$ cat config.mk
export PLATFORM = sky130hd
export DESIGN_NAME = spi_master
export DESIGN_NICKNAME = d
export VERILOG_FILES = /design/src/rtl/spi_master.sv
export SDC_FILE = /design/constraint.sdc
export NUM_CORES = 1
export LEC_CHECK = 0
export CAP_MARGIN = 20
export CORE_ASPECT_RATIO = 1.2
export CORE_MARGIN = 2
export CORE_UTILIZATION = 56
export CTS_BUF_LIST = sky130_fd_sc_hd__clkbuf_8
export CTS_CLUSTER_DIAMETER = 120
export DETAILED_ROUTE_END_ITERATION = 10
export GPL_TIMING_DRIVEN = 0
export PLACE_DENSITY = 0.8
export SETUP_SLACK_MARGIN = 0.5
export SKIP_LAST_GASP = 1
export SLEW_MARGIN = 10
export SYNTH_ARGS = -nofsm -noshare
export SYNTH_HDL_FRONTEND = slang
export SYNTH_SLANG_ARGS = --single-unit
$ cat constraint.sdc
create_clock -name clk -period 2.5 [get_ports clk]
set_input_delay 0.375 -clock clk [delete_from_list [all_inputs] [get_ports clk]]
set_output_delay 0.375 -clock clk [all_outputs]
set_load 0.05 [all_outputs]
$ cat src/rtl/spi_master.sv
`default_nettype none
// ============================================================================
// Module      : spi_master
// Description : SPI mode-0 (CPOL=0, CPHA=0) initiator, MSB first, full-duplex
//               words of DATA_W bits. Host side is a start/done handshake.
// Ports       : clk      - system clock, rising edge
//               rst      - asynchronous reset, active-low
//               start    - transfer request, sampled only while idle
//               data_in  - word to transmit, captured on accepted start
//               busy     - transfer in progress
//               done     - one-cycle pulse at end of transfer
//               data_out - received word, valid from done to next done
//               sclk     - SPI clock, idles low
//               ss       - slave select, active-low
//               mosi     - serial data to slave
//               miso     - serial data from slave
// Revision    : 1.0 - initial release
// ============================================================================
module spi_master #(
    parameter int DATA_W  = 32,
    parameter int CLK_DIV = 8
) (
    input  logic              clk,
    input  logic              rst,
    input  logic              start,
    input  logic [DATA_W-1:0] data_in,
    output logic              busy,
    output logic              done,
    output logic [DATA_W-1:0] data_out,
    output logic              sclk,
    output logic              ss,
    output logic              mosi,
    input  logic              miso
);

    localparam int c_DIV_W = $clog2(CLK_DIV);
    localparam int c_BIT_W = $clog2(DATA_W);
    localparam logic [c_DIV_W-1:0] c_DIV_LAST = c_DIV_W'(CLK_DIV - 1);
    localparam logic [c_BIT_W-1:0] c_BIT_LAST = c_BIT_W'(DATA_W - 1);

    typedef enum logic [2:0] {
        S_IDLE = 3'd0,
        S_LOW  = 3'd1,
        S_HIGH = 3'd2,
        S_HOLD = 3'd3,
        S_GAP  = 3'd4
    } state_t;

    state_t              r_state;
    logic [c_DIV_W-1:0]  r_div_cnt;
    logic [c_BIT_W-1:0]  r_bit_cnt;
    logic [DATA_W-1:0]   r_tx_sr;
    logic [DATA_W-1:0]   r_rx_sr;
    logic [DATA_W-1:0]   r_data_out;
    logic                r_busy;
    logic                r_done;
    logic                r_sclk;
    logic                r_ss;
    logic                r_mosi;

    logic                w_div_last;

    // Every timed state lasts exactly CLK_DIV cycles; the action of a state
    // happens on the edge where the divider sits at its terminal count.
    assign w_div_last = (r_div_cnt == c_DIV_LAST);

    always_ff @(posedge clk or negedge rst) begin
        if (!rst) begin
            r_state    <= S_IDLE;
            r_div_cnt  <= '0;
            r_bit_cnt  <= '0;
            r_tx_sr    <= '0;
            r_rx_sr    <= '0;
            r_data_out <= '0;
            r_busy     <= 1'b0;
            r_done     <= 1'b0;
            r_sclk     <= 1'b0;
            r_ss       <= 1'b1;
            r_mosi     <= 1'b0;
        end else begin
            r_done <= 1'b0;
            case (r_state)
                S_IDLE: begin
                    r_ss   <= 1'b1;
                    r_sclk <= 1'b0;
                    r_mosi <= 1'b0;
                    r_busy <= 1'b0;
                    if (start) begin
                        r_tx_sr   <= data_in;
                        r_mosi    <= data_in[DATA_W-1];
                        r_ss      <= 1'b0;
                        r_busy    <= 1'b1;
                        r_div_cnt <= '0;
                        r_bit_cnt <= '0;
                        r_state   <= S_LOW;
                    end
                end
                S_LOW: begin
                    if (w_div_last) begin
                        r_div_cnt <= '0;
                        r_sclk    <= 1'b1;
                        // Sample on the rising edge: the value present in the
                        // cycle before this edge is what gets captured.
                        r_rx_sr   <= {r_rx_sr[DATA_W-2:0], miso};
                        r_state   <= S_HIGH;
                    end else begin
                        r_div_cnt <= r_div_cnt + c_DIV_W'(1);
                    end
                end
                S_HIGH: begin
                    if (w_div_last) begin
                        r_div_cnt <= '0;
                        r_sclk    <= 1'b0;
                        if (r_bit_cnt == c_BIT_LAST) begin
                            // mosi keeps the LSB through HOLD
                            r_state <= S_HOLD;
                        end else begin
                            r_tx_sr   <= {r_tx_sr[DATA_W-2:0], 1'b0};
                            r_mosi    <= r_tx_sr[DATA_W-2];
                            r_bit_cnt <= r_bit_cnt + c_BIT_W'(1);
                            r_state   <= S_LOW;
                        end
                    end else begin
                        r_div_cnt <= r_div_cnt + c_DIV_W'(1);
                    end
                end
                S_HOLD: begin
                    if (w_div_last) begin
                        r_div_cnt <= '0;
                        r_ss      <= 1'b1;
                        r_mosi    <= 1'b0;
                        r_state   <= S_GAP;
                    end else begin
                        r_div_cnt <= r_div_cnt + c_DIV_W'(1);
                    end
                end
                S_GAP: begin
                    if (w_div_last) begin
                        r_div_cnt  <= '0;
                        r_data_out <= r_rx_sr;
                        r_done     <= 1'b1;
                        r_busy     <= 1'b0;
                        r_state    <= S_IDLE;
                    end else begin
                        r_div_cnt <= r_div_cnt + c_DIV_W'(1);
                    end
                end
                default: begin
                    r_state <= S_IDLE;
                end
            endcase
        end
    end

    assign busy     = r_busy;
    assign done     = r_done;
    assign data_out = r_data_out;
    assign sclk     = r_sclk;
    assign ss       = r_ss;
    assign mosi     = r_mosi;

endmodule
`default_nettype wire
# After elaboration in Yosys (flattened, before gate mapping)
# Cells that the tools add are included.
# W data, S select, Z words.
[word_totals]
register_bits = 111
in_bits = 36
out_inout_bits = 37
word_cells = 73
[classes]
n_addsub = 2
n_eq_ne = 12
mux = 31
reduce_logical = 17
[ops]
columns = ["cell", "n"]
rows = [
  ["$mux W31", 3],
  ["$pmux W31 S2", 1],
  ["$mux W3", 7],
  ["$mux W5", 3],
  ["$pmux W3 S5", 1],
  ["$ne A2 B2 Y1 const B", 6],
  ["$pmux W5 S2", 1],
  ["$reduce_and A2 Y1", 5],
  ["$mux W1", 9],
  ["$reduce_and A4 Y1", 2],
  ["$reduce_bool A2 Y1", 4],
  ["$eq A3 B2 Y1 const B", 2],
  ["$eq A3 B3 Y1 const B", 2],
  ["$pmux W1 S3", 2],
  ["$pmux W3 S2", 1],
  ["$reduce_bool A3 Y1", 2],
  ["$add A5 B1 Y5 const B", 1],
  ["$eq A5 B5 Y1 const B", 1],
  ["$reduce_and A5 Y1", 1],
  ["$pmux W1 S2", 2],
  ["$reduce_or A4 Y1", 1],
  ["$add A3 B1 Y3 const B", 1],
  ["$eq A3 B1 Y1 const B", 1],
  ["$logic_not A3 Y1", 1],
  ["2 further kinds", 2],
]

# Depth between registers and ports, before layout
[depth]
word_depth = 4
ltp_mapped = 9
mapped_depth_nobuf = 7

# Worst setup path before layout
# No wires, ideal clock.
[synth_timing]
path_kind = "flip-flop to flip-flop"
from = "register r_bit_cnt[0]"
to = "register r_tx_sr[10]"
setup_ns = 0.132
t_arrival_ns = 1.742
required_ns = 2.368
path_slack_ns = 0.625
stages_incl_launch_ff = 10
synth_period_minus_slack_ns = 1.875
path_cell_list = "dfrtp_1 -> ha_1 -> and3_1 -> ha_1 -> and3b_1 -> o21ai_1 -> buf_2 -> buf_2 -> nand2_1 -> o21ai_1"
[synth_between]
elab_chain_len = 3
[synth_rtl]
columns = ["element", "line", "source"]
rows = [
  ["start: declaration", "51", "logic [c_BIT_W-1:0] r_bit_cnt;"],
  ["start signal: assignment", "120", "r_bit_cnt <= r_bit_cnt + c_BIT_W'(1);"],
  ["$eq A5 B5 Y1", "114", "if (r_bit_cnt == c_BIT_LAST) begin"],
  ["$ne A2 B2 Y1 (no line)", "n/a", ""],
  ["$reduce_and A4 Y1 (no line)", "n/a", ""],
  ["end signal: assignment", "89", "r_tx_sr <= data_in;"],
  ["end signal: assignment", "118", "r_tx_sr <= {r_tx_sr[DATA_W-2:0], 1'b0};"],
  ["end: declaration", "52", "logic [DATA_W-1:0] r_tx_sr;"],
]
# Every way passes these cells.
# A chain may end at the register's enable or synchronous reset.

# Final worst setup path
[layout_timing]
from = "register r_data_out[22], in the netlist data_out[22]"
to = "output data_out[22]"
[layout_rtl]
columns = ["element", "line", "source"]
rows = [
  ["start: declaration", "54", "logic [DATA_W-1:0] r_data_out;"],
  ["start signal: assignment", "140", "r_data_out <= r_rx_sr;"],
  ["end: declaration", "29", "output logic [DATA_W-1:0] data_out,"],
]
# No word-level cell between the ends.

==> flow_summary_export.csv <==
group,metric,value,unit
status,status,"completed",
placement,portBuffers,72,
worst_setup_path,critPathBufInv,1,
logic_synthesis,synth_edf_count,0,
sta,post-route-period-util,77.4,%
hold_path,worstHoldPathType,"in -> async",
drt,drc_errors,0,
sta,min_period,1.94,ns
floorplan,dieArea,9170,µm²
layout,syn2layout_area_growth,26.5,%
worst_setup_path,required,2.12,ns
grt,grt_pass1_wl,14500,µm
worst_setup_path,crit_fanout,2,
logic_synthesis,synth_ff_type,"dfrtp_1",
grt,track_usage,20.2,%
grt,antenna_found_initial,0,
logic_synthesis,async_reset_ff_share,100,%
clocking,cts.sinks,111,
floorplan,start_util,57.8,%
logic_synthesis,synth_area,4720,µm²
drt,viasPerCell,5.29,
pwr,p_leak,2.83,nW
worst_setup_path,critPathSlowestCell,"clkdlybuf4s50_1",
sta,fmax,517,MHz
pwr,pwr-share-seq,46.5,%
clocking,numCtsBuffers,9,
pwr,p_int,3.54,mW
pwr,power_density,866,nW/µm²
grt,grt_overflow,0,
grt,grt_pass1_vias,3147,
logic_synthesis,ys_seq_elements,111,
layout,diodes,0,
layout,drive_gt1_share,12.0,%
pwr,clockPowerShare,25.4,%
drt,drt_first_pass_iters,4,
sta,worstMarginPinSlew,0.512,ns
drt,ant_nets,0,
drt,wl_per_cell,14.9,µm
drt,drt_iter0_markers,118,
pwr,p_sw_share,31.3,%
grt,grt_max_degree,81,
floorplan,rows,36,
drt,drt-total-wl,8530,µm
worst_setup_path,critPathLaunchType,"flip-flop",
sta,finClkSkew,0.00929,ns
clocking,cts_tree,"built",
floorplan,io_pins,73,
worst_setup_path,endpoint_kind,"output pin",
floorplan,die_h,105,µm
sta,setup_viol,0,
job,drv_cap,0,
clocking,path_clk_slew,0.11,ns
logic_synthesis,synth_area_per_cell,13.1,µm²
logic_synthesis,ys_seq_area_share,58.9,%
sta,hold_violations,0,
worst_setup_path,crit_chain,"clkdlybuf4s50_1",
sta,finalSetupTns,0,ns
floorplan,die_w,87.8,µm
clocking,cts_max_level,3,
pwr,irDropWorstVdd,0.000496,V
worst_setup_path,crit_type,"reg -> out",
layout,utilization,73.1,%
logic_synthesis,yosys_warnings,0,
worst_setup_path,cpPeakStageDelay,0.81,ns
floorplan,core_area,8150,µm²
worst_setup_path,cp_top_family,"buffers and inverters",
clocking,ctsLongestPathBuffers,2,
pwr,p_comb_share,28.1,%
placement,gp_congestion,0.754,
drt,vias,3023,
layout,nets,492,
sta,drv_slew,0,
sta,rsz0062_at_grt,"false",
logic_synthesis,synth_cells,360,
pwr,p_switching,1.62,mW
clocking,root_buffer,"clkbuf_8",
logic_synthesis,syn_nets,400,
placement,dp_hpwl,5880,µm
clocking,clk-insertion-delay-late,0.37,ns
worst_setup_path,crit_arrival,1.56,ns
logic_synthesis,ys_types,36,
sta,slew-limit-headroom,65.8,%
-- Yosys cell counts, types with 2 or more instances --
library cell	number	area share, %
dfrtp_1	110	58
mux2_1	64	15
nand2_1	38	3.0
o21ai_1	38	4.0
mux2i_1	33	7.0
buf_2	8	0.85
buf_6	8	1.9
clkbuf_1	6	0.48
nor2_1	5	0.40
o21ai_0	5	0.53
ha_1	4	1.1
nor2b_1	4	0.53
a211oi_1	3	0.48
and3b_1	3	0.56
inv_1	3	0.24
nand3_1	3	0.32
a21oi_1	2	0.21
a221oi_1	2	0.37
and3_1	2	0.27
buf_4	2	0.32
nor3b_1	2	0.32
-- metal layers --
metal	part of all wire, %	up-vias	global-route usage [%]
met5	0	-	0
met4	1.7	0	7.25
met3	4.5	13	4.92
met2	49	70	32.9
met1	45	1497	26.0
li1	-	1443	-
-- placed cells by master (no fill, tap or decap), types with 3 or more instances in the layout --
cell	synthesis	final
buf_4	2	11
nor2b_1	4	4
a211oi_1	3	3
nand3_1	3	3
buf_2	8	3
clkdlybuf4s50_1	0	69
nor2_1	5	5
clkbuf_8	0	10
ha_1	4	3
mux2_1	64	64
mux2i_1	33	33
o21ai_0	5	5
clkbuf_4	0	3
bufinv_16	0	3
o21ai_1	38	37
clkbuf_2	0	3
dfrtp_1	110	110
buf_6	8	10
inv_1	3	3
nand2_1	38	38
-- final timing paths --
| path | start | end | slack, ns | cells after the start |
|---|---|---|---|---|
| setup / recovery | data_out[22]$_DFFE_PN0P_ | data_out[22] | 0.56 | 1 |
| max in group asynchronous | rst | r_tx_sr[17]$_DFFE_PN0P_ | 1.38 | 3 |
| hold / removal | rst | data_out[8]$_DFFE_PN0P_ | 0.45 | 2 |
| setup reg to reg | r_div_cnt[1]$_DFFE_PN0P_ | data_out[6]$_DFFE_PN0P_ | 0.57 | 7 |
| min in group clk | data_out[13]$_DFFE_PN0P_ | data_out[13]$_DFFE_PN0P_ | 0.49 | 1 |
| hold reg to reg | data_out[13]$_DFFE_PN0P_ | data_out[13]$_DFFE_PN0P_ | 0.49 | 1 |
-- cell type report --
class                   count  area, µm²
inverters                   3       11.3
plain buffers              25        206
flip-flops and latches    111       2780
well taps                 114        143
clock buffers              10        138
multi-input cells         221       1760
repair buffers             81        813
clock inverters             6        115
fillers                   583       2190
-- flip-flops by register name, summed over array words and instances, names as in the netlist, 3 cells and up --
| name | cells |
|---|---|
| r_div_cnt | 3 |
| r_tx_sr | 31 |
| r_bit_cnt | 5 |
| r_state | 3 |
| r_rx_sr | 32 |
| data_out | 32 |
-- what timing repair did --
item                                   in CTS  in global routing
endpoints found under the hold margin      30                  0
setup buffers                               2                  5
hold buffers                                1                  0
setup endpoints to repair                  65                 59
resized for setup                           7                 15
pin swaps                                   0                  1
-- cells by family after synthesis --
kind of cell    share of synthesized area, %
flops                                   58.9
simple gates                            6.24
compound gates                          6.90
mux                                     22.8
fa+ha+maj                               1.06
buf+inv                                 4.11
-- stage by stage --
step                      cells  instance area [µm²]  power, mW  hold slack, ns  worst slack [ns]
after floorplan             360                 4720       3.40          0.0794             0.625
after global placement      546                 5580       3.75           0.465             -3.05
after detailed placement    547                 5610       3.82           0.281             0.291
after CTS                   566                 5900       5.16           0.437             0.496
after global routing        571                 5960       5.49           0.478             0.498
final                       571                 5960       5.16           0.453             0.564
-- power groups by stage --
| stage | registers [mW] | logic (mW) | clock network (mW) |
|---|---|---|---|
| 6_report | 2.40 | 1.45 | 1.31 |
| 5_1_grt | 2.45 | 1.63 | 1.40 |
| 4_1_cts | 2.40 | 1.42 | 1.34 |
| 3_5_place_dp | 2.44 | 1.38 | 0 |
| 3_3_place_gp | 2.42 | 1.32 | 0 |
| 2_1_floorplan | 2.49 | 0.912 | 0 |
No activity file was read; power rests on OpenSTA's default activity.
